<file path="src/rtl/mult16_seq_ctrl_if.sv">
// Request/result bundle for the sequential 16x16 multiplier.
// The ovf signal exists only when MULT_OVF_EN is defined.
interface mult16_seq_ctrl_if;
    logic        start;
    logic [15:0] a;
    logic [15:0] b;
    logic        busy;
    logic        done;
    logic [31:0] p;
`ifdef MULT_OVF_EN
    logic        ovf;

    modport master (output start, a, b, input busy, done, p, ovf);
    modport slave  (input start, a, b, output busy, done, p, ovf);
`else
    modport master (output start, a, b, input busy, done, p);
    modport slave  (input start, a, b, output busy, done, p);
`endif
endinterface

</file>
<file path="src/rtl/mult16_seq_ctrl.sv">
// Sequential 16x16 unsigned shift-and-add multiplier sharing one 16-bit adder.
// Optional MULT_OVF_EN adds an ovf flag for products wider than 16 bits.
module mult16_seq_ctrl (
    input  logic             clk,
    input  logic             rst_n,
    mult16_seq_ctrl_if.slave bus
);

    typedef enum logic [1:0] {
        IDLE = 2'd0,
        RUN  = 2'd1,
        DONE = 2'd2
    } state_t;

    state_t      state;
    state_t      stateNext;
    logic [15:0] m;
    logic [15:0] hi;
    logic [15:0] lo;
    logic [4:0]  cnt;
    logic [15:0] addend;
    logic [15:0] sum;
    logic        carry;
    logic        accept;
    logic [31:0] shifted;

    assign accept  = bus.start && ((state == IDLE) || (state == DONE));
    assign addend  = lo[0] ? m : 16'h0000;
    assign shifted = {carry, sum, lo[15:1]};

    unsigned_add adder (
        .A   (hi),
        .B   (addend),
        .Cin (1'b0),
        .SUM (sum),
        .C   (carry)
    );

    always_ff @(posedge clk or negedge rst_n) begin
        if (!rst_n) begin
            state <= IDLE;
        end else begin
            state <= stateNext;
        end
    end

    always_comb begin
        stateNext = state;
        case (state)
            IDLE:    if (bus.start) stateNext = RUN;
            RUN:     if (cnt == 5'd15) stateNext = DONE;
            DONE:    stateNext = bus.start ? RUN : IDLE;
            default: stateNext = IDLE;
        endcase
    end

    always_comb begin
        bus.busy = (state == RUN);
        bus.done = (state == DONE);
    end

    // The carry rides into bit 31 of the shifted pair so 0xFFFF*0xFFFF is exact.
    always_ff @(posedge clk or negedge rst_n) begin
        if (!rst_n) begin
            m     <= 16'h0000;
            hi    <= 16'h0000;
            lo    <= 16'h0000;
            cnt   <= 5'd0;
            bus.p <= 32'h0000_0000;
        end else if (accept) begin
            m   <= bus.a;
            hi  <= 16'h0000;
            lo  <= bus.b;
            cnt <= 5'd0;
        end else if (state == RUN) begin
            {hi, lo} <= shifted;
            cnt      <= cnt + 5'd1;
            if (cnt == 5'd15) begin
                bus.p <= shifted;
            end
        end
    end

`ifdef MULT_OVF_EN
    always_ff @(posedge clk or negedge rst_n) begin
        if (!rst_n) begin
            bus.ovf <= 1'b0;
        end else if ((state == RUN) && (cnt == 5'd15) && !accept) begin
            bus.ovf <= |shifted[31:16];
        end
    end
`endif

endmodule

// 16-bit unsigned adder with carry-in and carry-out.
module unsigned_add (
    input  logic [15:0] A,
    input  logic [15:0] B,
    input  logic        Cin,
    output logic [15:0] SUM,
    output logic        C
);
    assign {C, SUM} = {1'b0, A} + {1'b0, B} + {16'h0000, Cin};
endmodule

</file>
<file path="src/flat_wrapper.sv">
// flat-port wrapper written by rule: the top's interface ports become plain ports
module mult16_seq_ctrl_flat 
  (clk, rst_n, bus_start, bus_a, bus_b, bus_busy, bus_done, bus_p);
  mult16_seq_ctrl_if bus_i ();
  input  logic clk;
  input  logic rst_n;
  input wire logic [$bits(bus_i.start)-1:0] bus_start;
  input wire logic [$bits(bus_i.a)-1:0] bus_a;
  input wire logic [$bits(bus_i.b)-1:0] bus_b;
  output wire logic [$bits(bus_i.busy)-1:0] bus_busy;
  output wire logic [$bits(bus_i.done)-1:0] bus_done;
  output wire logic [$bits(bus_i.p)-1:0] bus_p;
  assign bus_i.start = bus_start;
  assign bus_i.a = bus_a;
  assign bus_i.b = bus_b;
  assign bus_busy = bus_i.busy;
  assign bus_done = bus_i.done;
  assign bus_p = bus_i.p;
  mult16_seq_ctrl u_core (.clk(clk), .rst_n(rst_n), .bus(bus_i));
endmodule
</file>
<file path="config.mk">
export PLATFORM = sky130hd
export DESIGN_NAME = mult16_seq_ctrl_flat
export DESIGN_NICKNAME = d
export VERILOG_FILES = /design/src/rtl/mult16_seq_ctrl_if.sv /design/src/rtl/mult16_seq_ctrl.sv /design/src/flat_wrapper.sv
export SDC_FILE = /design/constraint.sdc
export NUM_CORES = 1
export LEC_CHECK = 0
export CORE_MARGIN = 5
export CORE_UTILIZATION = 50
export DETAILED_ROUTE_END_ITERATION = 7
export PLACE_DENSITY = 0.8
export SLEW_MARGIN = 20
export SYNTH_ARGS = -nofsm -noshare
export SYNTH_HDL_FRONTEND = slang
export SYNTH_SLANG_ARGS = --single-unit
</file>
<file path="constraint.sdc">
create_clock -name clk -period 4.89 [get_ports clk]
set_clock_uncertainty 0.2 [all_clocks]
set_input_delay 0.7335 -clock clk [delete_from_list [all_inputs] [get_ports clk]]
set_output_delay 0.7335 -clock clk [all_outputs]
set_load 0.03 [all_outputs]
</file>
### Yosys cells after proc, flatten, opt, wreduce, memory -nomap -nowiden

Cells that the tools add are included.

* bitwise logic cells: 1
* eq/ne operators: 5
* mux-type cells: 11
* $add $sub $neg: 2
* reductions and logical operators: 6

Operators with widths (count)
* 16-bit 2-to-1 mux: 5
* 16-bit by 16-bit adder with 17-bit output: 1
* 5-bit 2-to-1 mux: 2
* 2-bit case mux with 3 select lines: 1
* 5-bit by 1-bit adder with 5-bit output (second input constant): 1
* 5-bit by 4-bit == test with 1-bit output (second input constant): 1
* 2-bit 2-to-1 mux: 2
* 3-bit AND reduction: 1
* 2-bit by 1-bit == test with 1-bit output (second input constant): 1
* 2-bit == test (second input constant): 1
* 2-bit logical NOT: 1
* 2-bit by 1-bit inequality test with 1-bit output (second input constant): 1
* 2-bit inequality test (second input constant): 1
* 2-bit AND reduction: 1
* 2-bit nonzero test: 1
* 1-bit logical AND: 1
* 1-bit logical OR: 1
* 1-bit 2-to-1 mux: 1
* 1-bit inverter: 1

* input bits: 35
* bits in registers: 87
* output and inout bits: 34
* logic and storage cells: 31

### Depth between registers and ports, before layout

* depth in word-level cells: 5
* depth in mapped cells: 11
* depth with buffers taken out: 10

### Modules after synthesis

Synthesis repeated with hierarchy kept, for this count alone.

* cell total of the unflattened synthesis: 401
* area, all modules: 4395.5 µm²

Modules (own cells, without submodules)
* mult16_seq_ctrl: cells each 300, instances 1, sequential area each 2177.1 µm², area each 3604.7 µm²
* unsigned_add: cells each 101, instances 1, sequential area each 0.0 µm², area each 790.8 µm²

### Worst setup path before layout

No wires, ideal clock.

* path kind: reg-to-reg
* start: register u_core.lo[0]
* end: register u_core.bus.p[29]
* cell stages (with the launch flop): 12
* setup slack: 1.726 ns
* path buffers: 1
* setup time: 0.130 ns
* clock period less this slack: 3.164 ns
* data arrival time: 2.834 ns
* required time: 4.560 ns
* path through: dfrtp_1 > clkbuf_1 > and2_1 > ha_1 > fa_1 > a21o_1 > a221oi_2 > nor2_2 > a311o_1 > a21o_1 > a311oi_2 > o21ai_1

* cells in the longest elaborated chain, start to end: 2

Ends and longest elaborated chain
* start, declared: RTL line mult16_seq_ctrl.sv:19 `logic [15:0] lo;`
* start signal, assigned: RTL line mult16_seq_ctrl.sv:73 `lo <= bus.b;`
* start signal, assigned: RTL line mult16_seq_ctrl.sv:76 `{hi, lo} <= shifted;`
* 16-bit 2-to-1 mux: RTL line mult16_seq_ctrl.sv:28 `assign addend = lo[0] ? m : 16'h0000;`
* 16-bit by 16-bit adder with 17-bit output: RTL line mult16_seq_ctrl.sv:104 `assign {C, SUM} = {1'b0, A} + {1'b0, B} + {16'h0000, Cin};`
* end signal, assigned: RTL line mult16_seq_ctrl.sv:79 `bus.p <= shifted;`
* end, declared: RTL line mult16_seq_ctrl_if.sv:17 `modport slave (input start, a, b, output busy, done, p);`

Every way passes these cells.
A chain may end at the register's enable or synchronous reset.

### Final worst setup path

Ends and elaborated chain as after synthesis.

==> results.md <==
- Finish-stage setup viols: 0
- Via-to-Cell Ratio: 5.48
- RSZ-0062 raised after global routing: no
- Hold WC Path Type: input pin to asynchronous set/reset pin
- Yosys top cell area share: 0.512
- Leading area contributor after synthesis: dfrtp_1
- Post-CTS Setup Bufs: 0
- CP required: about 5 ns
- # nets final: 549
- Final TNS setup: 0 ns
- Leak: 2.42 nW
- Post-route ant nets: 0
- Die span in y: 102 um
- Hold-fix buffers, CTS: 0
- Placer congestion estimate: approximately 0.87
- CTS Buf Count: 9
- Fin worst setup slack: between 1 and 1.5 ns
- Mapped Cells: 435
- 1st-pass router iterations: 4
- Combinational fraction of design power: 0.517
- CTS Root Cell: clkbuf_8
- Initial antenna violation count: 0
- Routed met2 length: ~4600 um
- Seq. cell area: roughly 0.0022 mm^2
- Pwr/cell area: 726 mW/mm^2
- Most frequent cells in the layout: nand2_1, dfrtp_1, clkdlybuf4s50_1
- P_sw: 1.61 mW
- Worst-Skew Late Latency: ~0.35 ns
- Max Cap Violations: 0
- Number of synthesized flops with an enable pin: 0
- Area contributors post-synth: dfrtp_1, nand2_1, ha_1
- Max Root-Sink Buffers: 2
- Ys async rst share: 1.00
- WS Path Type: flop to flop
- Clk sink count: 87
- Final Hold Viols: 0
- Tot Pwr: approximately 3.8 mW
- Vias in the first global route: between 3000 and 4000
- WP data arrival: around 3.5 ns
- Post-synth top flop: dfrtp_1
- Post-Synthesis Cell Area: roughly 0.0043 mm^2
- Largest net degree at the start of global routing: 88
- Initial core utilization: 0.515
- Highest Clock Rate: between 0.2 and 0.3 GHz
- Worst-margin pin slew: around 1.1 ns
- Post-Syn Area per Cell: roughly 9.8 um^2
- Uppermost layer routed: met4
- CTS tree: built
- Clk pwr share: 0.137
- Maximum vdd ir drop: ~240 uV
- Fin Hold WS: roughly 0.22 ns
- Post-Syn Nets: a little under 500
- Final Max Tran Viols: 0
- Filler instances: approximately 680
- Num rows: 33
- Setup crit start kind: flop
- Diode count: 0
- Final Routed Wirelength: 9370 um
- Pre-CTS setup slack: 1.45 ns
- First-pass GRT wire length: 16200 um
- DRC: 0
- H-tree Lvls: 3
- Total GRT Usage: 0.196
- Die width: a little over 100 um
- Slew Limit Headroom: 0.249
- PortBufs: between 60 and 70
- Worst-path clk slew: ~0.090 ns
- Fin crit share: 0.708
- Multi-input gate area: just under 0.002 mm^2
- Outcome: finished clean
- Worst setup EP type: flop
- Core area: slightly above 0.008 mm^2
- Ports: just under 70
- Min Tclk post-route: about 3.5 ns
- Placed Instance Area: approximately 0.005 mm^2
- Finished Cell Area: 0.00522 mm^2
- Wire per inst: 15.5 um
- Seq/Total Area, Yosys: 0.512
- Pint: around 2.2 mW
- First DRT Iteration DRCs: between 150 and 200
- Total gr overflow: 0
- Sw Ratio: 0.424
- M1 wire length: approximately 4000 um
- Part of the power in registers: 0.346
- Yosys cell types: 50
- Die ar.: around 0.010 mm^2
- Share of cells above drive strength 1: 0.0960
- Area growth from synthesis to layout: 22.7%
- #FFs+latches synth: 87
- Crit-path max FO: 17
- CTS-repair resized insts: 0
- Post-detail-place hpwl: 6310 um
- Met3 WL: between 500 and 600 um
- Synth warn: 0
- Commonest non-fill, non-tap cell in the layout: nand2_1
- Vias after detailed routing: approximately 3300
==> worst max-delay path, stage by stage (launching register included) <==
cell      delay [ns]
dfrtp_1         0.56
and2_1          0.23
ha_1            0.22
fa_1            0.42
a21o_1          0.22
a221oi_2        0.36
nor2_2          0.08
a311o_1         0.45
a21o_1          0.22
a311oi_2        0.29
o21ai_1         0.09
==> cell families after synthesis <==
group,after synthesis,synth area share
XOR/XNOR,11,0.0227
flip-flops,87,0.512
buffers and inverters,30,0.0274
AND/OR/NAND/NOR,179,0.183
adder cells (fa/ha/maj),19,0.0577
multiplexers,20,0.0527
AO/OA/AOI/OAI,89,0.145
==> routing by layer <==
metal	global-route usage	up-vias
met5	0	-
met4	0.0595	0
met3	0.0403	10
met2	0.334	92
met1	0.253	1604
li1	-	1609
==> power groups by stage <==
stage	sequential (mW)	clock (mW)	combinational (mW)
final	1.31	0.517	1.96
after global routing	1.36	0.557	2.17
after CTS	1.31	0.525	1.97
after detailed placement	1.32	0	1.95
after global placement	1.31	0	1.89
after floorplan	1.52	0	1.14
==> final timing paths <==
| kind | slack, ns | cells past startpoint | end | from |
|---|---|---|---|---|
| hold reg to reg | 0.28 | 2 | u_core.bus.p[22] | u_core.bus.p[22] |
| max in group asynchronous | 3.73 | 1 | u_core.hi[2] | rst_n |
| setup / recovery | 1.43 | 10 | u_core.bus.p[29] | u_core.lo[0] |
| min in group clk | 0.28 | 2 | u_core.bus.p[22] | u_core.bus.p[22] |
| hold / removal | 0.22 | 1 | u_core.lo[4] | rst_n |
| setup reg to reg | 1.43 | 10 | u_core.bus.p[29] | u_core.lo[0] |
==> cell usage after synthesis (5+ instances only) <==
master      n
nand2_1   115
dfrtp_1    87
o21ai_0    28
nor2_1     19
clkbuf_1   18
ha_1       18
mux2_2     18
and2_1     16
a31oi_1    13
a21o_1     11
xnor2_1     8
a21oi_1     6
nand3_1     6
buf_1       5
inv_1       5
nor3_1      5
==> per-stage QoR <==
stage,utilization,instances
CTS,0.631,605
global route,0.632,605
detailed placement,0.606,589
finish,0.632,605
floorplan,-,435
global placement,0.606,589
==> area by class of cell <==
class,instances,area share
Clock buffer,10,0.0264
Clock inverter,6,0.0129
Inverter,6,0.00432
Multi-Input combinational cell,318,0.376
Sequential cell,87,0.417
Tap cell,105,0.0252
Timing Repair Buffer,73,0.138
==> registers in the layout, indices dropped and copies added (netlist names) <==
| register | count |
|---|---|
| u_core.bus.p | 32 |
| u_core.cnt | 5 |
| u_core.state | 2 |
| u_core.lo | 16 |
| u_core.hi | 16 |
| u_core.m | 16 |
(Power assumes the default switching activity.)
